$ cat config.mk
export PLATFORM = sky130hd
export DESIGN_NAME = spi_master_ctrl
export DESIGN_NICKNAME = d
export VERILOG_FILES = /design/src/rtl/spi_master_ctrl.sv
export SDC_FILE = /design/constraint.sdc
export NUM_CORES = 1
export LEC_CHECK = 0
export BUFFER_PORTS_ARGS = -buffer_cell sky130_fd_sc_hd__buf_2
export CAP_MARGIN = 20
export CORE_MARGIN = 8
export CORE_UTILIZATION = 45
export DETAILED_ROUTE_END_ITERATION = 16
export PLACE_DENSITY = 0.68
export SLEW_MARGIN = 40
export SYNTH_ARGS = -nofsm -noshare
export SYNTH_HDL_FRONTEND = slang
export SYNTH_SLANG_ARGS = --single-unit
$ cat constraint.sdc
create_clock -name clk -period 1.6 [get_ports clk]
set_input_delay 0.32 -clock clk [delete_from_list [all_inputs] [get_ports clk]]
set_output_delay 0.32 -clock clk [all_outputs]
set_load 0.01 [all_outputs]
$ cat src/rtl/spi_master_ctrl.sv
// spi_master_ctrl: SPI mode-0 initiator framing {cmd, addr, data} register transactions
module spi_master_ctrl #(
    parameter int DATA_WIDTH     = 32,
    parameter int SPI_ADDR_WIDTH = 8,
    parameter int CLK_DIV        = 4,
    parameter int CS_GAP         = 4
) (
    input  logic                      clk,
    input  logic                      reset_n,
    input  logic                      req_valid,
    output logic                      req_ready,
    input  logic                      req_read,
    input  logic [SPI_ADDR_WIDTH-1:0] req_addr,
    input  logic [DATA_WIDTH-1:0]     req_wdata,
    output logic                      done,
    output logic [DATA_WIDTH-1:0]     rd_data,
    output logic                      spi_sclk,
    output logic                      spi_cs_n,
    output logic                      spi_mosi,
    input  logic                      spi_miso
);
    localparam int N    = 1 + SPI_ADDR_WIDTH + DATA_WIDTH;
    localparam int CMAX = CLK_DIV > CS_GAP ? CLK_DIV : CS_GAP;
    localparam int CW   = $clog2(CMAX);
    localparam int BW   = $clog2(N);

    if (CLK_DIV < 2 || CS_GAP < 4) begin : g_bad_params
        $error("spi_master_ctrl: CLK_DIV must be >= 2 and CS_GAP >= 4");
    end

    typedef enum logic [2:0] {IDLE, SETUP, SHIFT, HOLD, GAP} state_t;

    state_t                state, state_d;
    logic [CW-1:0]         cnt;
    logic [BW-1:0]         bit_cnt;
    logic [N-1:0]          tx;
    logic [N-1:0]          frame;
    logic [DATA_WIDTH-1:0] rx;
    logic                  rd_q;
    logic                  accept, half_end, gap_end, last_bit, rise, fall;

    // Next-state decode plus SCLK edge strobes derived from the half-period counter
    always_comb begin
        accept   = req_valid && req_ready;
        half_end = cnt == CW'(CLK_DIV - 1);
        gap_end  = cnt == CW'(CS_GAP - 1);
        last_bit = bit_cnt == BW'(N - 1);
        rise     = half_end && (state == SETUP || (state == SHIFT && !spi_sclk));
        fall     = half_end && state == SHIFT && spi_sclk;
        frame    = {req_read, req_addr, req_read ? {DATA_WIDTH{1'b0}} : req_wdata};
        state_d  = state;
        case (state)
            IDLE:    state_d = accept ? SETUP : IDLE;
            SETUP:   state_d = half_end ? SHIFT : SETUP;
            SHIFT:   state_d = (fall && last_bit) ? HOLD : SHIFT;
            HOLD:    state_d = half_end ? GAP : HOLD;
            GAP:     state_d = gap_end ? IDLE : GAP;
            default: state_d = IDLE;
        endcase
    end

    // State register
    always_ff @(posedge clk or negedge reset_n) begin
        if (!reset_n) state <= IDLE;
        else          state <= state_d;
    end

    // Phase counter restarts on every state change and every SCLK edge
    always_ff @(posedge clk or negedge reset_n) begin
        if (!reset_n) cnt <= '0;
        else          cnt <= (state == IDLE || state_d != state || rise || fall) ? '0 : cnt + 1'b1;
    end

    // Pin drivers, shift registers and handshake outputs, all flopped so the pins never glitch
    always_ff @(posedge clk or negedge reset_n) begin
        if (!reset_n) begin
            req_ready <= 1'b0;
            done      <= 1'b0;
            rd_data   <= '0;
            spi_sclk  <= 1'b0;
            spi_cs_n  <= 1'b1;
            spi_mosi  <= 1'b0;
            tx        <= '0;
            rx        <= '0;
            rd_q      <= 1'b0;
            bit_cnt   <= '0;
        end else begin
            req_ready <= state_d == IDLE;
            done      <= state == HOLD && half_end;
            if (accept) begin
                rd_q     <= req_read;
                spi_cs_n <= 1'b0;
                spi_mosi <= frame[N-1];
                tx       <= frame << 1;
                bit_cnt  <= '0;
            end
            if (rise) begin
                spi_sclk <= 1'b1;
                rx       <= {rx[DATA_WIDTH-2:0], spi_miso};
            end
            if (fall) begin
                spi_sclk <= 1'b0;
                if (!last_bit) begin
                    spi_mosi <= tx[N-1];
                    tx       <= tx << 1;
                    bit_cnt  <= bit_cnt + 1'b1;
                end
            end
            if (state == HOLD && half_end) begin
                spi_cs_n <= 1'b1;
                spi_mosi <= 1'b0;
                if (rd_q) rd_data <= rx;
            end
        end
    end
endmodule

== Yosys cells after proc, flatten, opt, wreduce, memory -nomap -nowiden ==
Index checks and enable logic that the tools add are counted.
Cells by class
  eq/ne operators: 7
  multiplexer cells: 22
  reductions and logical operators: 17
  $add $sub $neg: 2
Operators by type and width (count)
  two-way mux 41 bit: 3
  two-way mux 32 bit: 1
  two-way mux 6 bit: 3
  case mux 3 bit (5 select lines): 1
  two-way mux 1 bit: 10
  logical AND 1 bit: 7
  adder 6 x 1 -> 6 bit (second input constant): 1
  equality test 3 x 2 -> 1 bit (second input constant): 2
  equality test 6 bit (second input constant): 1
  zero test 3 bit: 2
  two-way mux 3 bit: 2
  logical OR 1 bit: 4
  two-way mux 2 bit: 2
  nonzero test 2 bit: 2
  equality test 3 x 1 -> 1 bit (second input constant): 1
  equality test 3 bit (second input constant): 1
  inequality test 3 bit: 1
  adder 2 x 1 -> 2 bit (second input constant): 1
  equality test 2 bit (second input constant): 1
  AND reduction 2 bit: 1
  zero test 1 bit: 1
Storage, ports and cells
  flip-flop bits (word level): 122
  output and inout bits: 37

== Depth between registers and ports, before layout ==
  depth after elaboration: 11
  gate-level depth with buffers: 7
  mapped depth without buffers: 5

== Worst setup path after synthesis ==
Ideal clock, no wire load.
  path kind: register to register
  from: register cnt[0]
  to: register rd_data[0]
  data required time: 1475 ps
  path buffers: 2
  stages on the path, launching flop included: 8
  data arrival time: 1591 ps
  path slack: -116 ps
  period minus slack after synthesis: 1716 ps
  cell sequence: dfrtp_1 -> ha_1 -> nor2b_4 -> and3_1 -> buf_4 -> nand2_4 -> buf_6 -> mux2_4
On the way
  word-level cells in the longest chain between the ends: 3
RTL lines
  start: declaration: RTL line 34  | logic [CW-1:0] cnt;
  start signal: assignment: RTL line 71  | else cnt <= (state == IDLE || state_d != state || rise || fall) ? '0 : cnt + 1'b1;
  equality test 2 bit: RTL line 45  | half_end = cnt == CW'(CLK_DIV - 1);
  logical AND 1 bit: RTL line 109  | if (state == HOLD && half_end) begin
  AND reduction 2 bit (no source line)
  end signal: assignment: RTL line 112  | if (rd_q) rd_data <= rx;
  end: declaration: RTL line 16  | output logic [DATA_WIDTH-1:0] rd_data,
No other way between the ends.
A chain may end at the register's enable or synchronous reset.

== Final worst setup path ==
Ends and elaborated chain as after synthesis.

==> qor.csv <==
stage,metric,value,unit
synthesis,most area-consuming cells after synthesis,"dfrtp_1 56%, mux2_4 8.4%, mux2_2 7.1%, a21oi_1 6.9%, nor3b_1 4.6%",
synthesis,synthesized flop and latch total,122,
timing,final slew viol count,0,
worst_hold_path,Worst Min Path Start,spi_miso,
timing,min cycle time layout,1.641,ns
timing,Final period util,1.026,
cells_and_area,Post-Route Utilization,0.5872,
detailed_routing,drt drc,0,
outcome,status,"complete, but fails checks",
setup_path,depth of the worst register-to-register path,6,
setup_path,crit path capture type,register,
setup_path,Reg2Reg Setup Slack,-0.04,ns
setup_path,critical-path cell list,ha_2 -> nor2b_4 -> and3_4 -> nand2_8 -> clkbuf_16 -> mux2_4,
setup_path,Worst path slowest cell,dfrtp_1,
die,die span in y,125.3,um
flow_run,Max Cap Viol,0,
timing,clock skew,0.005416,ns
cts,CTS tree,built,
synthesis,Ys Warns,0,
setup_path,FF-to-FF Start,cnt[0],
global_routing,initial antenna violation count,0,
cts,root buffer cell,clkbuf_16,
global_routing,first-pass GRT wire length,19370,um
outcome,failing checks,setup timing,
synthesis,synthesized area,5373,um^2
cells_and_area,fin area,6935,um^2
power_and_ir_drop,Tot Pwr,6909,uW
placement,DP Area,6176,um^2
detailed_routing,First DRT Iteration DRCs,142,
cts,worst skew pair latency,0.41,ns
synthesis,largest family of logic cells by synthesized area,multiplexers,
global_routing,largest net degree at the start of global routing,63,
synthesis,post-synth cell types,38,
global_routing,number of global-route vias before repair,3850,
detailed_routing,WL per Instance,16.81,um
cells_and_area,Multi-input gate area,2232,um^2
cts,CTS Sinks,122,
timing,Slew @ Worst Pin,0.3224,ns
cells_and_area,n_diodes,0,
setup_path,CP Max Fanout,6,
detailed_routing,ANT nets after route,0,
setup_path,CP max stage delay,0.35,ns
power_and_ir_drop,IR Drop Worst-Case VDD,0.9046,mV
timing,"Hold Violations, Final",0,
synthesis,Synth Area in Adders,0.006986,
synthesis,synth cell count leaders,"121 x dfrtp_1, 74 x a21oi_1, 42 x nor3_1",
global_routing,total grt overflow,0,
setup_path,FF-to-FF End,rd_data[0],
global_routing,GRT Overall Usage,0.1523,
synthesis,mux cell area share after synthesis,0.1777,
setup_path,crit path from,cnt[0],
cells_and_area,fraction of layout cells with a size suffix above 1,0.4340,
synthesis,post-synth top area share,0.5636,
cells_and_area,FILL cells,976,
timing,relative slew slack,0.7828,
detailed_routing,Vias,3760,
cts,Num CTS Buffers,17,
cells_and_area,fin nets,588,
detailed_routing,WL final,11770,um
synthesis,Syn Area/Cell,12.27,um^2
timing,Fmax achieved,609.4,MHz
cts,clock-pin slew on the worst setup and hold paths,0.06,ns
die,site row count,40,
synthesis,xor and xnor fraction of the mapped netlist area,0.003260,
power_and_ir_drop,P per Cell Area,996.3,nW/um^2
synthesis,Post-Syn Instances,438,
die,core footprint,11810,um^2
synthesis,complex-gate fraction of the synthesized area,0.08617,
synthesis,number of enable flip-flop cells after synthesis,0,
synthesis,sequential area share after synthesis,0.5685,
setup_path,CP Data Required Time,1.90,ns
synthesis,synthesized-area fraction occupied by and/or/nand/nor cells,0.1199,
synthesis,most common cell in the synthesized netlist,dfrtp_1,
cts,Clock Path Buffers,2,
worst_hold_path,worst hold path type,in -> reg,
cts,htree depth,4,
synthesis,Yosys top cell by area,dfrtp_1,
placement,Final HPWL DP,7554,um
cells_and_area,FF+latch area,3054,um^2
die,die footprint,15690,um^2
synthesis,ys flop type,dfrtp_1,
detailed_routing,DR vias/cell,5.371,
detailed_routing,Pre-antenna DRT Iters,4,
worst_hold_path,Worst Hold End,rx[0],
setup_path,"Arr. time, crit path",1.94,ns
die,I/O pin cnt,82,
synthesis,Post-synth ARST share,1.000,
timing,Worst Slack Setup Final,-0.04104,ns
placement,number of port buffers,81,
setup_path,WS Path Type,reg -> reg,
die,Starting Density,0.4549,
setup_path,crit start category,register,
cells_and_area,area delta synth->final,29.09,%
placement,gp weighted congestion,0.8327,
die,Die Wd,125.3,um
worst_hold_path,WHS Path Cells,2,
synthesis,Synth Net Count,486,
timing,RSZ-0062 raised after global routing,yes,
power_and_ir_drop,leakage power total,0.003228,uW
timing,Finish-stage setup viols,50,
[critical path: cells and delay by family, from the launching register on]
family / cells / cell delay, ns
simple gates: 3 / 0.53
flops: 1 / 0.35
mux: 1 / 0.29
fa+ha+maj: 1 / 0.18
buf+inv: 1 / 0.18
[state kept, by name, indices dropped and copies added, names as in the netlist]
signal	flops
cnt	2
spi_mosi	1
bit_cnt	6
rx	32
spi_cs_n	1
state	3
rd_data	32
done	1
rd_q	1
spi_sclk	1
tx	41
req_ready	1
[report_power, final]
part           leakage, uW  switching, uW  internal, uW  total (uW)
clock network     0.000271           1480          2160        3640
logic              0.00147           92.5          72.7         165
registers          0.00148           6.26          3100        3100
total              0.00323           1580          5330        6910
[cells by family (layout without fill, tap and decap cells)]
| logic type | count (synthesis) | after routing |
|---|---|---|
| AO/OA/AOI/OAI | 87 | 87 |
| XOR/XNOR | 2 | 2 |
| adder cells (fa/ha/maj) | 3 | 3 |
| buffers and inverters | 41 | 156 |
| flip-flops | 122 | 122 |
| multiplexers | 76 | 76 |
| AND/OR/NAND/NOR | 107 | 107 |
[worst max-delay path by stage]
stage / to / slack (ns)
after floorplan: rd_data[0] / -0.01
after global placement: rx[17] / 0.03
after detailed placement: rx[10] / -0.002
after CTS: rx[14] / -0.02
after global routing: rd_data[16] / -0.1
final: rd_data[0] / -0.04
[final cells by class]
cell class / count / share of cell area
Tap cell: 147 / 0.02652
Multi-Input combinational cell: 275 / 0.3218
Clock inverter: 15 / 0.02039
Timing Repair Buffer: 117 / 0.1257
Inverter: 7 / 0.003789
Sequential cell: 122 / 0.4404
Clock buffer: 17 / 0.06134
[metrics by stage]
step           hold slack (ns)  setup WS, ns  instances    TNS, ns
6_report                0.1535      -0.04104        700     -1.024
5_1_grt                 0.1374      -0.09987        700     -4.812
3_3_place_gp            0.2241       0.02711        662          0
2_1_floorplan          0.02441      -0.01257        438    -0.4090
4_1_cts                 0.1391      -0.01741        696   -0.06332
3_5_place_dp            0.2271     -0.001961        662  -0.006206
[metal layers]
metal	GRT usage	vias to the layer above	part of all wire
met5	0	-	0
met4	0.08023	0	0.023
met3	0.04802	22	0.042
met2	0.2339	79	0.49
met1	0.1887	1877	0.45
li1	-	1782	-
[repair_timing]
item | 4_1_cts | 5_1_grt
resized for setup | 1 | 26
gates cloned | 0 | 3
endpoints found under the hold margin | 17 | 0
hold buffers | 1 | 0
pin swaps | 1 | 3
endpoints found under the setup margin | 50 | 108
buffers inserted | 1 | 1
[cell usage in the layout (no fill, tap or decap), drive strengths merged, types with 2 or more instances in the layout]
| master | n |
|---|---|
| dfrtp | 121 |
| nor2b | 5 |
| ha | 3 |
| mux2 | 65 |
| a21oi | 74 |
| mux2i | 11 |
| inv | 13 |
| and3 | 6 |
| clkbuf | 19 |
| nor3 | 42 |
| and2 | 3 |
| clkinvlp | 3 |
| o21ai | 4 |
| nand3 | 6 |
| nor2 | 3 |
| nand2 | 6 |
| o22ai | 2 |
| clkinv | 5 |
| buf | 114 |
| nor3b | 33 |
Note: power is estimated with default switching activity, not from simulation.
